===== config.mk =====
export PLATFORM = sky130hd
export DESIGN_NAME = eth_tx_arbiter_flat
export DESIGN_NICKNAME = d
export VERILOG_FILES = /design/src/rtl/eth_tx_arbiter_if.sv /design/src/rtl/eth_tx_arbiter.sv /design/src/flat_wrapper.sv
export SDC_FILE = /design/constraint.sdc
export NUM_CORES = 1
export LEC_CHECK = 0
export CAP_MARGIN = 5
export CORE_ASPECT_RATIO = 0.9
export CORE_UTILIZATION = 55
export CTS_CLUSTER_DIAMETER = 30
export DETAILED_ROUTE_END_ITERATION = 10
export DONT_BUFFER_PORTS = 1
export MAX_ROUTING_LAYER = met4
export PLACE_DENSITY_LB_ADDON = 0.12
export SLEW_MARGIN = 5
export SYNTH_ARGS = -nofsm -noshare
export SYNTH_HDL_FRONTEND = slang
export SYNTH_SLANG_ARGS = --single-unit

===== constraint.sdc =====
create_clock -name eth_tx_clk -period 6.43 [get_ports eth_tx_clk]
set_input_delay 0.643 -clock eth_tx_clk [delete_from_list [all_inputs] [get_ports eth_tx_clk]]
set_output_delay 0.643 -clock eth_tx_clk [all_outputs]
set_load 0.005 [all_outputs]

===== src/rtl/eth_tx_arbiter_if.sv =====
// Shared GMII transmit bus: ARP/UDP source handshakes plus the PHY byte stream.
// The sources drive the master side and the arbiter drives the slave side.
interface eth_tx_arbiter_if;
  logic       i_arp_req;
  logic       o_arp_gnt;
  logic [7:0] i_arp_data;
  logic       i_arp_en;
  logic       i_udp_req;
  logic       o_udp_gnt;
  logic [7:0] i_udp_data;
  logic       i_udp_en;
  logic [7:0] eth_tx_data;
  logic       eth_tx_data_en;

  modport master (
    output i_arp_req, i_arp_data, i_arp_en,
    output i_udp_req, i_udp_data, i_udp_en,
    input  o_arp_gnt, o_udp_gnt, eth_tx_data, eth_tx_data_en
  );

  modport slave (
    input  i_arp_req, i_arp_data, i_arp_en,
    input  i_udp_req, i_udp_data, i_udp_en,
    output o_arp_gnt, o_udp_gnt, eth_tx_data, eth_tx_data_en
  );
endinterface


===== src/rtl/eth_tx_arbiter.sv =====
// Arbitrates the GMII transmit path between the ARP sender and the UDP generator.
// ARP has priority with bounded UDP anti-starvation; it also enforces IFG, start timeout and frame-length truncation.
module eth_tx_arbiter #(
  parameter int unsigned IFG_CYCLES    = 12,
  parameter int unsigned START_TIMEOUT = 64,
  parameter int unsigned MAX_FRAME_LEN = 1530,
  parameter int unsigned ARP_BURST_MAX = 4
) (
  input  logic                   eth_tx_clk,
  input  logic                   rst_n,
  eth_tx_arbiter_if.slave        bus,
  output logic                   o_busy,
  output logic [15:0]            o_arp_frames,
  output logic [15:0]            o_udp_frames,
  output logic [7:0]             o_err_cnt
);

  localparam logic [2:0] S_IDLE  = 3'd0;
  localparam logic [2:0] S_GRANT = 3'd1;
  localparam logic [2:0] S_XMIT  = 3'd2;
  localparam logic [2:0] S_TRUNC = 3'd3;
  localparam logic [2:0] S_IFG   = 3'd4;

  localparam logic [6:0]  TMO_LAST  = 7'(START_TIMEOUT - 1);
  localparam logic [10:0] LEN_MAX   = 11'(MAX_FRAME_LEN);
  localparam logic [7:0]  IFG_LAST  = 8'(IFG_CYCLES - 1);
  localparam logic [3:0]  BURST_MAX = 4'(ARP_BURST_MAX);

  logic [2:0]  state_q,   state_d;
  logic        owner_q,   owner_d;
  logic        arp_req_q, udp_req_q;
  logic [3:0]  burst_q,   burst_d;
  logic [6:0]  tmo_q,     tmo_d;
  logic [10:0] byte_q,    byte_d;
  logic [7:0]  ifg_q,     ifg_d;
  logic [7:0]  tx_data_q, tx_data_d;
  logic        tx_en_q,   tx_en_d;
  logic [15:0] arp_frm_q, arp_frm_d;
  logic [15:0] udp_frm_q, udp_frm_d;
  logic [7:0]  err_q,     err_d;

  logic        own_req, own_en;
  logic [7:0]  own_data;
  logic        err_evt, frame_done, owned;

  // owner_q: 0 = ARP, 1 = UDP; the other source is never looked at
  assign own_req  = owner_q ? bus.i_udp_req  : bus.i_arp_req;
  assign own_en   = owner_q ? bus.i_udp_en   : bus.i_arp_en;
  assign own_data = owner_q ? bus.i_udp_data : bus.i_arp_data;

  always_comb begin
    state_d    = state_q;
    owner_d    = owner_q;
    burst_d    = burst_q;
    tmo_d      = tmo_q;
    byte_d     = byte_q;
    ifg_d      = ifg_q;
    tx_data_d  = '0;
    tx_en_d    = 1'b0;
    err_evt    = 1'b0;
    frame_done = 1'b0;
    case (state_q)
      S_IDLE: begin
        if (arp_req_q && !(burst_q == BURST_MAX && udp_req_q)) begin
          owner_d = 1'b0;
          state_d = S_GRANT;
          tmo_d   = '0;
          if (udp_req_q) burst_d = burst_q + 4'd1;
        end else if (udp_req_q) begin
          owner_d = 1'b1;
          state_d = S_GRANT;
          tmo_d   = '0;
          burst_d = '0;
        end
      end
      S_GRANT: begin
        if (own_en) begin
          state_d   = S_XMIT;
          tx_data_d = own_data;
          tx_en_d   = 1'b1;
          byte_d    = 11'd1;
        end else if (!own_req) begin
          state_d = S_IDLE;
        end else if (tmo_q == TMO_LAST) begin
          state_d = S_IFG;
          ifg_d   = '0;
          err_evt = 1'b1;
        end else begin
          tmo_d = tmo_q + 7'd1;
        end
      end
      S_XMIT: begin
        if (!own_en) begin
          state_d    = S_IFG;
          ifg_d      = '0;
          frame_done = 1'b1;
        end else if (byte_q == LEN_MAX) begin
          state_d = S_TRUNC;
          err_evt = 1'b1;
        end else begin
          tx_data_d = own_data;
          tx_en_d   = 1'b1;
          byte_d    = byte_q + 11'd1;
        end
      end
      S_TRUNC: begin
        if (!own_en) begin
          state_d = S_IFG;
          ifg_d   = '0;
        end
      end
      S_IFG: begin
        if (ifg_q == IFG_LAST) state_d = S_IDLE;
        else                   ifg_d   = ifg_q + 8'd1;
      end
      default: state_d = S_IDLE;
    endcase
  end

  always_comb begin
    arp_frm_d = arp_frm_q;
    udp_frm_d = udp_frm_q;
    err_d     = err_q;
    if (frame_done && !owner_q) arp_frm_d = arp_frm_q + 16'd1;
    if (frame_done &&  owner_q) udp_frm_d = udp_frm_q + 16'd1;
    if (err_evt && err_q != 8'hFF) err_d = err_q + 8'd1;
  end

  always_ff @(posedge eth_tx_clk or negedge rst_n) begin
    if (!rst_n) begin
      state_q   <= S_IDLE;
      owner_q   <= 1'b0;
      arp_req_q <= 1'b0;
      udp_req_q <= 1'b0;
      burst_q   <= '0;
      tmo_q     <= '0;
      byte_q    <= '0;
      ifg_q     <= '0;
      tx_data_q <= '0;
      tx_en_q   <= 1'b0;
      arp_frm_q <= '0;
      udp_frm_q <= '0;
      err_q     <= '0;
    end else begin
      state_q   <= state_d;
      owner_q   <= owner_d;
      arp_req_q <= bus.i_arp_req;
      udp_req_q <= bus.i_udp_req;
      burst_q   <= burst_d;
      tmo_q     <= tmo_d;
      byte_q    <= byte_d;
      ifg_q     <= ifg_d;
      tx_data_q <= tx_data_d;
      tx_en_q   <= tx_en_d;
      arp_frm_q <= arp_frm_d;
      udp_frm_q <= udp_frm_d;
      err_q     <= err_d;
    end
  end

  assign owned              = (state_q == S_GRANT) || (state_q == S_XMIT) || (state_q == S_TRUNC);
  assign bus.o_arp_gnt      = owned && !owner_q;
  assign bus.o_udp_gnt      = owned &&  owner_q;
  assign bus.eth_tx_data    = tx_data_q;
  assign bus.eth_tx_data_en = tx_en_q;
  assign o_busy             = (state_q != S_IDLE);
  assign o_arp_frames       = arp_frm_q;
  assign o_udp_frames       = udp_frm_q;
  assign o_err_cnt          = err_q;

endmodule


===== src/flat_wrapper.sv =====
// flat-port wrapper written by rule: the top's interface ports become plain ports
module eth_tx_arbiter_flat 
#(
  parameter int unsigned IFG_CYCLES    = 12,
  parameter int unsigned START_TIMEOUT = 64,
  parameter int unsigned MAX_FRAME_LEN = 1530,
  parameter int unsigned ARP_BURST_MAX = 4
)
  (eth_tx_clk, rst_n, o_busy, o_arp_frames, o_udp_frames, o_err_cnt, bus_i_arp_req, bus_i_arp_data, bus_i_arp_en, bus_i_udp_req, bus_i_udp_data, bus_i_udp_en, bus_o_arp_gnt, bus_o_udp_gnt, bus_eth_tx_data, bus_eth_tx_data_en);
  eth_tx_arbiter_if bus_i ();
  input  logic eth_tx_clk;
  input  logic rst_n;
  output logic o_busy;
  output logic [15:0] o_arp_frames;
  output logic [15:0] o_udp_frames;
  output logic [7:0] o_err_cnt;
  input wire logic [$bits(bus_i.i_arp_req)-1:0] bus_i_arp_req;
  input wire logic [$bits(bus_i.i_arp_data)-1:0] bus_i_arp_data;
  input wire logic [$bits(bus_i.i_arp_en)-1:0] bus_i_arp_en;
  input wire logic [$bits(bus_i.i_udp_req)-1:0] bus_i_udp_req;
  input wire logic [$bits(bus_i.i_udp_data)-1:0] bus_i_udp_data;
  input wire logic [$bits(bus_i.i_udp_en)-1:0] bus_i_udp_en;
  output wire logic [$bits(bus_i.o_arp_gnt)-1:0] bus_o_arp_gnt;
  output wire logic [$bits(bus_i.o_udp_gnt)-1:0] bus_o_udp_gnt;
  output wire logic [$bits(bus_i.eth_tx_data)-1:0] bus_eth_tx_data;
  output wire logic [$bits(bus_i.eth_tx_data_en)-1:0] bus_eth_tx_data_en;
  assign bus_i.i_arp_req = bus_i_arp_req;
  assign bus_i.i_arp_data = bus_i_arp_data;
  assign bus_i.i_arp_en = bus_i_arp_en;
  assign bus_i.i_udp_req = bus_i_udp_req;
  assign bus_i.i_udp_data = bus_i_udp_data;
  assign bus_i.i_udp_en = bus_i_udp_en;
  assign bus_o_arp_gnt = bus_i.o_arp_gnt;
  assign bus_o_udp_gnt = bus_i.o_udp_gnt;
  assign bus_eth_tx_data = bus_i.eth_tx_data;
  assign bus_eth_tx_data_en = bus_i.eth_tx_data_en;
  eth_tx_arbiter #(.IFG_CYCLES(IFG_CYCLES), .START_TIMEOUT(START_TIMEOUT), .MAX_FRAME_LEN(MAX_FRAME_LEN), .ARP_BURST_MAX(ARP_BURST_MAX)) u_core (.eth_tx_clk(eth_tx_clk), .rst_n(rst_n), .bus(bus_i), .o_busy(o_busy), .o_arp_frames(o_arp_frames), .o_udp_frames(o_udp_frames), .o_err_cnt(o_err_cnt));
endmodule

==> results.json <==
{
  "io_pins": 74,
  "ys_seq_area_share_pct": 52.49,
  "dp_slack_ns": 3.743,
  "syn_area_um2": 4053,
  "hold_viol_final": 0,
  "status": "complete, no violations",
  "diodes": 0,
  "arrival_ns": 2.86,
  "critPathLaunchType": "register",
  "hpwl_um": 5323,
  "portBuffers": 0,
  "grt_antenna_before_repair": 0,
  "fp.coreArea_um2": 7076,
  "drc": 0,
  "rsz0062_at_grt": "no",
  "ant_nets": 0,
  "vias_per_cell": 5.833,
  "syn2layout_area_growth_pct": 7.780,
  "grt_max_degree": 86,
  "cts_tree": "yes",
  "clockBufferDepth": 2,
  "path_cells": "mux2i_1 -> nor2_1 -> a21oi_1 -> or3_1 -> a21oi_1",
  "start_util_pct": 57.28,
  "drive_gt1_share_pct": 7.379,
  "cp-startpoint": "u_core.owner_q",
  "fin_cells": 486,
  "synth_area_leaders": "dfrtp_1 (52%), xnor2_1 (5.0%), xor2_1 (4.5%)",
  "synthArstFlopShare_pct": 100.0,
  "syn_inst": 384,
  "ir_drop_mv": 0.1494,
  "maxSlewViolCount": 0,
  "power_density_nw_per_um2": 329.5,
  "worstPathMaxFanout": 19,
  "grt.total_usage_pct": 22.08,
  "worst_slew_pin_slew_ns": 0.8938,
  "fin_hold_ws_ns": 0.1673,
  "syn-num-nets": 415,
  "worst_path_max_delay_cell": "dfrtp_1",
  "grt_pass1_vias": 2845,
  "fp.dieW_um": 92.48,
  "synth_area_per_cell_um2": 10.55,
  "first_iter_violations": 118,
  "place.gp.congestion": 0.8151,
  "finalSetupTns_ns": 0,
  "fin_crit_ns": 2.648,
  "cp_data_required_time_ns": 6.64,
  "critPathKind": "register to register",
  "fmax_ghz": 0.3776,
  "ys_types": 47,
  "synth_edf_count": 0,
  "grt_first_pass_wirelength_um": 13040,
  "synth.ff_latch_count": 85,
  "fin_skew_ns": 0.01216,
  "rr_startpoint": "u_core.owner_q",
  "hold_path.class": "primary input to asynchronous set/reset pin",
  "relSlewSlack_pct": 39.95,
  "setup_violations": 0,
  "wl_per_cell_um": 15.76,
  "die_area_um2": 7716,
  "drv_cap": 0,
  "clock-root-buffer": "clkbuf_8",
  "critPathMaxStageDelay_ns": 0.88,
  "multi_input_area_um2": 1843,
  "cts_num_sinks": 85,
  "wl_um": 7659,
  "cts_buffers": 9,
  "drt-pass1-iter-count": 4,
  "clock_latency_ns": 0.35,
  "cp_common_cell": "a21oi_1",
  "ys_warn_count": 0,
  "synth_ff_type": "dfrtp_1",
  "p_leak_nw": 1.974,
  "postCtsSetupRepairBufs": 0,
  "rows": 29,
  "fp.dieH_um": 83.44,
  "dp_cells": 469,
  "nFillCells": 603,
  "netlist.top_cell.by_area": "dfrtp_1",
  "vias": 2835,
  "cp-end-kind": "register",
  "clk_pin_slew_ns": 0.09,
  "grt-ovfl-total": 0,
  "synth_top_cell_area_share_pct": 52.49,
  "nNetsFinal": 419,
  "final.period_utilization_pct": 41.19,
  "cts_max_level": 3,
  "finalWorstSetupSlack_ns": 3.782,
  "seqCellArea_um2": 2127
}
-- area by class of cell --
cell class	instances	share of cell area, %
Sequential cell	85	48.70
Multi-Input combinational cell	280	42.19
Clock buffer	10	3.151
Tap cell	93	2.664
Clock inverter	6	1.719
Inverter	11	0.9453
Timing Repair Buffer	1	0.6302
-- repair_timing --
action	in CTS	in global routing
hold buffers	1	0
hold endpoints to repair	85	0
resized for setup	0	0
-- state kept, by name, indices dropped and copies added (netlist names) --
register and count:
u_core.arp_req_q 1, u_core.burst_q 4, u_core.bus.eth_tx_data 8, u_core.bus.eth_tx_data_en 1, u_core.byte_q 11, u_core.ifg_q 8, u_core.o_arp_frames 16, u_core.o_err_cnt 8
u_core.o_udp_frames 16, u_core.owner_q 1, u_core.state_q 3, u_core.tmo_q 7, u_core.udp_req_q 1
-- kinds of logic (layout without fill, tap and decap cells) --
logic type,after synthesis,in the layout,share of synthesized area (%)
AOI/OAI and AO/OA,53,53,8.676
xor gates and xnor gates,44,44,9.509
adders and majority gates,9,9,2.779
buffers and inverters,19,28,2.037
DFF,85,85,52.49
muxes,19,19,4.909
and+or+nand+nor,155,155,19.61
-- layer usage --
metal,vias to the layer above,part of all wire (%),track usage [%]
met5,-,0,-
met4,0,1.4,7.244
met3,10,6.6,7.601
met2,77,46,33.67
met1,1378,46,27.59
li1,1370,-,-
-- path summary, 6_finish.rpt --
kind / end / slack [ns] / cells after the start
worst min-delay path: u_core.bus.eth_tx_data[2] / 0.17 / 1
worst max-delay path: u_core.byte_q[2] / 3.78 / 5
worst max register to register: u_core.byte_q[2] / 3.78 / 5
worst min register to register: u_core.ifg_q[7] / 0.49 / 1
max in group asynchronous: u_core.byte_q[2] / 5.91 / 1
min in group eth_tx_clk: u_core.udp_req_q / 0.32 / 0
-- cell usage in the layout (no fill, tap or decap), types with 2 or more instances in the layout --
cell | netlist | routed
dfrtp_1 | 85 | 85
nor2_1 | 42 | 42
nand2_1 | 28 | 28
xnor2_1 | 23 | 23
nand3_1 | 22 | 22
xor2_1 | 21 | 21
o21ai_0 | 19 | 19
nand4_1 | 13 | 13
mux2i_1 | 12 | 12
inv_1 | 11 | 11
a21oi_1 | 11 | 11
nor3_1 | 11 | 11
clkbuf_8 | 0 | 10
ha_1 | 9 | 9
mux2_2 | 7 | 7
nor3b_1 | 6 | 6
nor4_1 | 6 | 6
a31oi_1 | 6 | 6
and3_1 | 5 | 5
and4_1 | 3 | 3
nand3b_1 | 3 | 3
o31ai_1 | 3 | 3
a22o_1 | 3 | 3
or3_1 | 3 | 3
or3b_2 | 2 | 2
or3b_1 | 2 | 2
nand2b_1 | 2 | 2
a21boi_0 | 2 | 2
inv_6 | 0 | 2
-- through the flow --
step                      power, mW  utilization [%]  instance area (um2)
after floorplan              0.9710                -                 4053
after global placement        1.030            58.34                 4128
after detailed placement      1.045            58.34                 4128
after CTS                     1.455            61.73                 4368
after global routing          1.532            61.73                 4368
final                         1.439            61.73                 4368
-- cells in the mapped netlist (all sizes together) (2+ instances only) --
cell type and number:
xnor2 23, mux2i 12, and4 3, nand3 22
nand2 28, nor3 11, a21boi 2, ha 9
inv 11, a22o 3, o21ai 19, nand2b 2
nor4 6, nand3b 3, dfrtp 85, o31ai 3
nand4 13, clkbuf 3, nor3b 6, or3b 4
a21oi 11, nor2 42, a31oi 6, mux2 7
and3 5, or3 3, xor2 21, buf 5
-- power breakdown --
part / switching, mW / internal, mW / leakage (nW)
clock: 0.199 / 0.196 / 0.105
combinational: 0.175 / 0.135 / 0.723
sequential: 0.122 / 0.612 / 1.15
total: 0.496 / 0.943 / 1.97
-- worst max-delay path: cells and delay by family (launching register included) --
family          cells  cell delay [ns]
compound gates      2             0.73
flops               1             0.88
mux                 1             0.45
simple gates        2             0.45
Power figures use the tool's default switching activity.
